===== src/rtl/pipeline_hazard_sequencer.sv =====
// -----------------------------------------------------------------------------
// pipeline_hazard_sequencer
//   Pipeline-control sequencer for the 5-stage RISC-V core. Turns load-use
//   hazards, branch mispredicts and data-memory wait states into PC /
//   pipeline-register write enables, flushes and the PC redirect select.
//   It also keeps two saturating profiling counters.
//
// Ports
//   clk, rst          rising-edge clock, synchronous active-high reset
//   hz_load_use       load-use hazard (level) from the hazard detector
//   br_mispredict     EX-stage mispredict (level, already qualified valid)
//   dmem_req          MEM stage is performing a data-memory access
//   dmem_ready        data memory has completed the access
//   perf_clr          synchronous clear of both counters
//   pc_write, if_id_write, ex_mem_write, mem_wb_write   register write enables
//   if_id_flush       IF/ID loads a NOP
//   id_ex_flush       ID/EX loads zeroed control (bubble)
//   pc_redirect       PC mux selects the EX-resolved branch target
//   state             0=RUN 1=LOAD_STALL 2=FLUSH 3=MEM_WAIT (debug/observe)
//   stall_cycles      cycles with pc_write=0, saturating
//   flush_events      accepted mispredicts, saturating
//
// Handshake note: this block has no valid/ready pairs. dmem_req/dmem_ready
// form a level protocol: a wait exists while dmem_req=1 and dmem_ready=0, and
// dmem_ready stays high until the pipeline advances.
// -----------------------------------------------------------------------------
module pipeline_hazard_sequencer #(
    parameter int LOAD_BUBBLES = 1,
    parameter int FLUSH_CYCLES = 1,
    parameter int CNT_W        = 32
) (
    input  logic             clk,
    input  logic             rst,
    input  logic             hz_load_use,
    input  logic             br_mispredict,
    input  logic             dmem_req,
    input  logic             dmem_ready,
    input  logic             perf_clr,
    output logic             pc_write,
    output logic             if_id_write,
    output logic             if_id_flush,
    output logic             id_ex_flush,
    output logic             ex_mem_write,
    output logic             mem_wb_write,
    output logic             pc_redirect,
    output logic [1:0]       state,
    output logic [CNT_W-1:0] stall_cycles,
    output logic [CNT_W-1:0] flush_events
);

    typedef enum logic [1:0] {
        ST_RUN        = 2'd0,
        ST_LOAD_STALL = 2'd1,
        ST_FLUSH      = 2'd2,
        ST_MEM_WAIT   = 2'd3
    } state_t;

    localparam logic [3:0] LB_RELOAD = 4'(LOAD_BUBBLES - 1);
    localparam logic [3:0] FL_RELOAD = 4'(FLUSH_CYCLES - 1);

    state_t     r_state, w_next_state;
    state_t     r_ret_state, w_next_ret_state;
    logic [3:0] r_bub_cnt, w_next_bub_cnt;

    logic w_mem_wait;
    logic w_freeze;
    logic w_take_mis;
    logic w_take_stall;
    logic w_flush_out;

    assign w_mem_wait = dmem_req & ~dmem_ready;
    assign state      = r_state;

    always_ff @(posedge clk) begin
        if (rst) begin
            r_state     <= ST_RUN;
            r_ret_state <= ST_RUN;
            r_bub_cnt   <= 4'd0;
        end else begin
            r_state     <= w_next_state;
            r_ret_state <= w_next_ret_state;
            r_bub_cnt   <= w_next_bub_cnt;
        end
    end

    always_comb begin
        w_next_state     = r_state;
        w_next_ret_state = r_ret_state;
        w_next_bub_cnt   = r_bub_cnt;
        w_freeze         = 1'b0;
        w_take_mis       = 1'b0;
        w_take_stall     = 1'b0;
        w_flush_out      = 1'b0;

        case (r_state)
            ST_RUN: begin
                if (w_mem_wait) begin
                    w_freeze         = 1'b1;
                    w_next_ret_state = ST_RUN;
                    w_next_state     = ST_MEM_WAIT;
                end else if (br_mispredict) begin
                    w_take_mis = 1'b1;
                end else if (hz_load_use) begin
                    w_take_stall = 1'b1;
                    if (LOAD_BUBBLES > 1) begin
                        w_next_bub_cnt = LB_RELOAD;
                        w_next_state   = ST_LOAD_STALL;
                    end
                end
            end
            ST_LOAD_STALL: begin
                // hz_load_use is deliberately not looked at here; it is
                // re-evaluated once the sequence returns to RUN.
                if (w_mem_wait) begin
                    w_freeze         = 1'b1;
                    w_next_ret_state = ST_LOAD_STALL;
                    w_next_state     = ST_MEM_WAIT;
                end else if (br_mispredict) begin
                    w_take_mis = 1'b1;
                end else begin
                    w_take_stall   = 1'b1;
                    w_next_bub_cnt = r_bub_cnt - 4'd1;
                    if (r_bub_cnt == 4'd1) w_next_state = ST_RUN;
                end
            end
            ST_FLUSH: begin
                if (w_mem_wait) begin
                    w_freeze         = 1'b1;
                    w_next_ret_state = ST_FLUSH;
                    w_next_state     = ST_MEM_WAIT;
                end else begin
                    w_flush_out    = 1'b1;
                    w_next_bub_cnt = r_bub_cnt - 4'd1;
                    if (r_bub_cnt == 4'd1) w_next_state = ST_RUN;
                end
            end
            default: begin
                // MEM_WAIT: frozen even in the cycle dmem_ready rises, so the
                // shortest wait costs two cycles.
                w_freeze = 1'b1;
                if (dmem_ready) w_next_state = r_ret_state;
            end
        endcase

        // An accepted mispredict drops any remaining load bubbles.
        if (w_take_mis) begin
            if (FLUSH_CYCLES > 1) begin
                w_next_bub_cnt = FL_RELOAD;
                w_next_state   = ST_FLUSH;
            end else begin
                w_next_bub_cnt = 4'd0;
                w_next_state   = ST_RUN;
            end
        end
    end

    // Output decode: start from "pass" and apply the selected action.
    always_comb begin
        pc_write     = 1'b1;
        if_id_write  = 1'b1;
        if_id_flush  = 1'b0;
        id_ex_flush  = 1'b0;
        ex_mem_write = 1'b1;
        mem_wb_write = 1'b1;
        pc_redirect  = 1'b0;

        if (rst) begin
            pc_write     = 1'b0;
            if_id_write  = 1'b0;
            if_id_flush  = 1'b1;
            id_ex_flush  = 1'b1;
            ex_mem_write = 1'b0;
            mem_wb_write = 1'b0;
        end else if (w_freeze) begin
            pc_write     = 1'b0;
            if_id_write  = 1'b0;
            ex_mem_write = 1'b0;
            mem_wb_write = 1'b0;
        end else if (w_take_mis) begin
            pc_redirect = 1'b1;
            if_id_flush = 1'b1;
            id_ex_flush = 1'b1;
        end else if (w_take_stall) begin
            pc_write    = 1'b0;
            if_id_write = 1'b0;
            id_ex_flush = 1'b1;
        end else if (w_flush_out) begin
            if_id_flush = 1'b1;
        end
    end

    // Saturating profiling counters; perf_clr beats a same-cycle increment.
    always_ff @(posedge clk) begin
        if (rst || perf_clr) begin
            stall_cycles <= '0;
            flush_events <= '0;
        end else begin
            if (!pc_write && (stall_cycles != '1))
                stall_cycles <= stall_cycles + CNT_W'(1);
            if (w_take_mis && (flush_events != '1))
                flush_events <= flush_events + CNT_W'(1);
        end
    end

endmodule


===== config.mk =====
export PLATFORM = sky130hd
export DESIGN_NAME = pipeline_hazard_sequencer
export DESIGN_NICKNAME = d
export VERILOG_FILES = /design/src/rtl/pipeline_hazard_sequencer.sv
export SDC_FILE = /design/constraint.sdc
export NUM_CORES = 1
export LEC_CHECK = 0
export CAP_MARGIN = 20
export CORE_ASPECT_RATIO = 0.75
export CORE_MARGIN = 1.5
export CORE_UTILIZATION = 46
export CTS_CLUSTER_SIZE = 16
export DETAILED_ROUTE_END_ITERATION = 8
export PLACE_DENSITY = 0.74
export RECOVER_POWER = 25
export SYNTH_ARGS = -nofsm -noshare
export SYNTH_HDL_FRONTEND = slang
export SYNTH_SLANG_ARGS = --single-unit

===== constraint.sdc =====
create_clock -name clk -period 2.1 [get_ports clk]
set_input_delay 0.315 -clock clk [delete_from_list [all_inputs] [get_ports clk]]
set_output_delay 0.315 -clock clk [all_outputs]
set_load 0.01 [all_outputs]

## Word-level counts from Yosys, hierarchy flattened

Cells that the tools add are included.

- ROM bits: 0
- Output and inout port bits: 73
- Register bits after elaboration: 72
- Bits in writable memories: 0
- Bits of input ports: 7
- Memories kept: 0
- Bits in latches: 0

- $add $sub $neg: 3
- Multipliers: 0
- Shift operators: 0
- Divide/modulo/power cells: 0
- Multiplexer cells: 46
- Equality and inequality tests: 12
- Reduce and logical (&&, ||, !) cells: 14
- Bitwise operators: 2
- Magnitude comparators: 0

Operators with widths:

| operator | number |
|---|---|
| adder 32 x 1 -> 32 bit, second input constant | 2 |
| != test 32 bit, second input constant | 2 |
| two-way mux 1 bit | 30 |
| two-way mux 2 bit | 9 |
| two-way mux 4 bit | 3 |
| != test 2 bit, second input constant | 6 |
| one-hot mux 2 bit (3 select lines) | 2 |
| one-hot mux 4 bit (2 select lines) | 1 |
| AND reduction 4 bit | 2 |
| == test 4 x 1 -> 1 bit, second input constant | 1 |
| nonzero test 4 bit | 1 |
| OR reduction 2 bit | 2 |
| subtractor 4 x 1 -> 4 bit, second input constant | 1 |
| != test 3 bit, second input constant | 1 |
| AND reduction 3 bit | 1 |
| nonzero test 3 bit | 1 |
| OR reduction 3 bit | 1 |
| == test 2 x 1 -> 1 bit, second input constant | 1 |
| == test 2 bit, second input constant | 1 |
| logical AND 1 bit | 2 |
| logical NOT 2 bit | 1 |
| one-hot mux 1 bit (2 select lines) | 1 |
| nonzero test 2 bit | 1 |
| bitwise AND 1 bit | 1 |
| 3 further kinds | 3 |

## Depth between registers and ports, before layout

- Depth in word-level cells: 10
- Gate-level depth with buffers: 9

## Worst setup path before layout

OpenSTA, ideal clock, no wires.

- Kind: reg2reg
- From: register r_state[0] (netlist: state[0])
- To: register stall_cycles[24]
- Setup slack: -0.222 ns
- Setup time: 0.070 ns
- Cell stages (with the launch flop): 10
- Path buffers: 3
- Arrival time: 2.252 ns
- Cells stage by stage: dfxtp_1 -> ha_1 -> buf_1 -> inv_1 -> o2111a_1 -> buf_6 -> or4_4 -> buf_6 -> or3_1 -> a21oi_1

- Cells in the longest elaborated chain, start to end: 8
- Elaborated cells on any way between the ends: 14
- Classes of those cells: eq/ne: 2; mux: 7; reduce/logical: 5

Ends and longest elaborated chain:

| what | line | source |
|---|---|---|
| start, declared | 61 | `state_t r_state, w_next_state;` |
| start signal, assigned | 80 | `r_state <= w_next_state;` |
| == test 2 x 1 -> 1 bit / logical NOT 2 bit (equally long branches) | 95 | `case (r_state)` |
| one-hot mux 1 bit (2 select lines) / OR reduction 2 bit (equally long branches) | - |  |
| two-way mux 1 bit (on tied branches) | - |  |
| two-way mux 1 bit | - |  |
| two-way mux 1 bit * (2 in series) | - |  |
| named net if_id_write | 40 | `output logic if_id_write,` |
| logical NOT 1 bit * | 198 | `if (!pc_write && (stall_cycles != '1))` |
| logical AND 1 bit * | 198 |  |
| end signal, assigned | 199 | `stall_cycles <= stall_cycles + CNT_W'(1);` |
| end, declared | 47 | `output logic [CNT_W-1:0] stall_cycles,` |

The timed path passes the listed nets; every way through them passes the cells marked *.
A chain may end at the register's enable or synchronous reset.

## Worst setup path in the final report

- From: register r_state[1] (netlist: state[1])
- To: register stall_cycles[20]

- Cells in the longest elaborated chain, start to end: 8
- Elaborated cells on any way between the ends: 14
- Classes of those cells: eq/ne: 2; mux: 7; reduce/logical: 5

Ends and longest elaborated chain:

| what | line | source |
|---|---|---|
| == test 2 x 1 -> 1 bit / logical NOT 2 bit (equally long branches) | 95 |  |
| one-hot mux 1 bit (2 select lines) / OR reduction 2 bit (equally long branches) | - |  |
| two-way mux 1 bit (on tied branches) | - |  |
| two-way mux 1 bit | 179 | `end else if (w_take_mis) begin` |
| two-way mux 1 bit * | 174 | `end else if (w_freeze) begin` |
| two-way mux 1 bit * | 167 | `if (rst) begin` |
| logical NOT 1 bit * | 198 |  |
| logical AND 1 bit * | 198 |  |

Every way passes the cells marked *; elsewhere a longest branch is shown, timed or not.

==> summary.md <==
| Metric | Value |
|---|---|
| Worst path bufs/invs | 2 |
| Leak | 2.22 nW |
| Initial DRC Count | 259 |
| Area Overhead vs Synth | 54.0% |
| Final Max Slew Viols | 0 |
| Drt drc | 0 |
| Net Sw Frac | 31.3% |
| Setup TNS | -1.19 ns |
| Post-synthesis register bit count | 72 |
| Grt total ovfl | 0 |
| Biggest area consumer among synthesized cells | dfxtp_1 |
| Routed vias | 4489 |
| Largest net degree at the start of global routing | 25 |
| FFs w/ async S/R, synth | 0% |
| Sequential Power Share | 38.5% |
| Initial Util | 47.9% |
| CP delay by family, top | simple AND/OR/NAND/NOR gates |
| Critical path endpoint category | flip-flop |
| Worst Setup Path Type | flip-flop to flip-flop |
| I/O Pins | 80 |
| Worst path max stage delay | 0.56 ns |
| Die height | 81.9 um |
| Final min period | 2.22 ns |
| Final setup violation count | 16 |
| Post-route antenna net violation count | 0 |
| Number of global-route vias before repair | 3942 |
| Gate count after technology mapping | 470 |
| Clk sinks | 72 |
| Mapped Nets | 486 |
| Yosys cell types | 53 |
| Detailed-router iteration count before antenna repair | 5 |
| CTS tree | yes |
| FP Rows | 28 |
| Top cells by instance count after synthesis | 72 x dfxtp_1, 50 x a21oi_1, 38 x nand2_1 |
| Fin crit share | 106% |
| Largest cells by area after synthesis | dfxtp_1 38%, a21oi_1 6.5%, or3_1 5.1% |
| Synth top area share | 37.7% |
| Num CTS Buffers | 9 |
| Final hold vios | 0 |
| Internal power | 2.68 mW |
| Startpoint Class | flip-flop |
| Clock Tree Buf Depth | 2 |
| DIE WIDTH | 108 um |
| Critical path, cell by cell | inv_4 -> ha_4 -> a21oi_4 -> o2111a_2 -> buf_6 -> or4_4 -> or3_4 -> a21oi_2 |
| H-tree Lvls | 3 |
| NetSw | 1.22 mW |
| GRT Overall Usage | 26.3% |
| Number of synthesized flops with an enable pin | 0 |
| Status | complete, but fails checks |
| Data arrival, critical path | 2.52 ns |
| Root Buffer | clkbuf_8 |
| CP max FO | 7 |
| Die area | 0.00887 mm^2 |
| P per Cell Area | 662 mW/mm^2 |
| Hold Path Class | flip-flop to flip-flop |
| Core area | 0.00799 mm^2 |
| Most numerous cell in the Yosys netlist | dfxtp_1 |
| Sequential area share after synthesis | 37.7% |
| Final Wtd Congestion | 0.886 |
| Unrepaired setup endpoints after global routing | yes |
| Slew headroom | 60.4% |
| Ys flop type | dfxtp_1 |
| Fmax achieved | 0.450 GHz |
| WL/cell | 15.8 um |
| Tot Pwr | 3.90 mW |
| Logic gate share of total power | 31.7% |
| Diodes inserted | 0 |
| Initial antenna violation count | 0 |
| Latest clock arrival within the worst-skew pair | 0.36 ns |
| Max rail drop VDD | 0.000907 V |
| Number of max-cap violations | 0 |
| Clock power frac | 29.8% |
| Mean post-synth cell area | 8.13 um^2 |
| Layout cells sized above 1 | 29.2% |
| Failing checks | negative setup slack |
| Worst Path Required | 2.40 ns |
| Drt total wl | 12000 um |
| Layout Nets | 662 |
| First-pass GRT wire length | 18300 um |
| Tightest Pin Transition | 0.594 ns |
| Synth warnings | 0 |
| Final WS setup | -0.120 ns |
| Dpl hpwl | 8140 um |
| Post-Synthesis Cell Area | 0.00382 mm^2 |
| CP max-delay cell | or4_4 |
| Clock Skew | 0.0108 ns |
| Vias per cell | 5.94 |
| Buffers on Ports | 79 |
| Clock slew at reported path FFs | 0.08 ns |
## power by group through the flow
stage	logic (mW)	clock network (mW)	registers (mW)
floorplan	0.623	0	1.55
global placement	1.02	0	1.52
detailed placement	1.06	0	1.53
CTS	1.08	1.17	1.49
global route	1.34	1.24	1.51
finish	1.24	1.16	1.50
## timing repair
| action | 4_1_cts | 5_1_grt |
|---|---|---|
| endpoints found under the hold margin | 0 | 0 |
| setup endpoints to repair | 14 | 33 |
| buffers inserted | 3 | 7 |
| pin swaps | 9 | 12 |
| cloned | 1 | 2 |
| resized for setup | 28 | 47 |
| hold buffers | 0 | 0 |
## cell families after synthesis
kind of cell / synth area share (%)
simple gates: 30.1
compound gates: 21.6
flops: 37.7
buf+inv: 4.03
xor+xnor: 2.29
fa+ha+maj: 2.95
mux: 1.31
## through the flow
stage / cells / hold slack (ns) / area, um^2 / setup WS, ns / utilization [%]
floorplan: 470 / 0.484 / 3870 / -0.0529 / -
finish: 756 / 0.517 / 5890 / -0.120 / 73.7
global placement: 727 / 0.487 / 5390 / -0.316 / 67.5
CTS: 747 / 0.509 / 5660 / -0.0603 / 70.9
global route: 756 / 0.544 / 5890 / -0.151 / 73.7
detailed placement: 727 / 0.496 / 5390 / -0.344 / 67.5
## path summary, 6_finish.rpt
kind	from	endpoint	slack, ns	cells past startpoint
hold reg to reg	flush_events[15]	flush_events[15]	0.52	2
setup reg to reg	state[1]	stall_cycles[20]	-0.12	8
hold / removal	flush_events[15]	flush_events[15]	0.52	2
setup / recovery	state[1]	stall_cycles[20]	-0.12	8
## layer usage
metal	vias up	GRT usage, %	share of wire (%)
li1	2142	-	-
met1	2125	34.8	44
met2	201	42.6	47
met3	21	6.75	7.3
met4	0	7.24	1.4
met5	-	0	0
## worst reg2reg max path, cell delays in order, from the launching register on
cell and delay, ns:
dfxtp_4 0.36, inv_4 0.08, ha_4 0.18, a21oi_4 0.08, o2111a_2 0.28, buf_6 0.14, or4_4 0.56, or3_4 0.36
a21oi_2 0.13
## flip-flops by register name (all words and copies together) (netlist names)
register	flops
flush_events	32
stall_cycles	32
r_bub_cnt	4
r_ret_state	2
state	2
## cell type report
class                           count  area, um^2
Multi-Input combinational cell    366        2450
Clock inverter                      5        53.8
Timing Repair Buffer              185        1590
Sequential cell                    72        1460
Clock buffer                       11         151
Tap cell                          105         131
Inverter                           12        50.0
Fill cell                         600        2100
## layout by cell type, fill, tap and decap left out, drive strengths merged, types with 5 or more instances in the layout
cell / instances
o21ai: 30
and2: 5
or3: 34
o31ai: 13
or4: 14
clkdlybuf4s50: 43
and3: 6
a31oi: 6
buf: 107
dfxtp: 72
nand4: 20
mux2i: 5
inv: 13
a41o: 5
a21oi: 51
ha: 9
nand3: 23
nor2: 33
xnor2: 7
or2: 7
clkbuf: 17
and4: 7
nor3: 13
nand2: 38
dlygate4sd3: 29
Power figures use the tool's default switching activity.
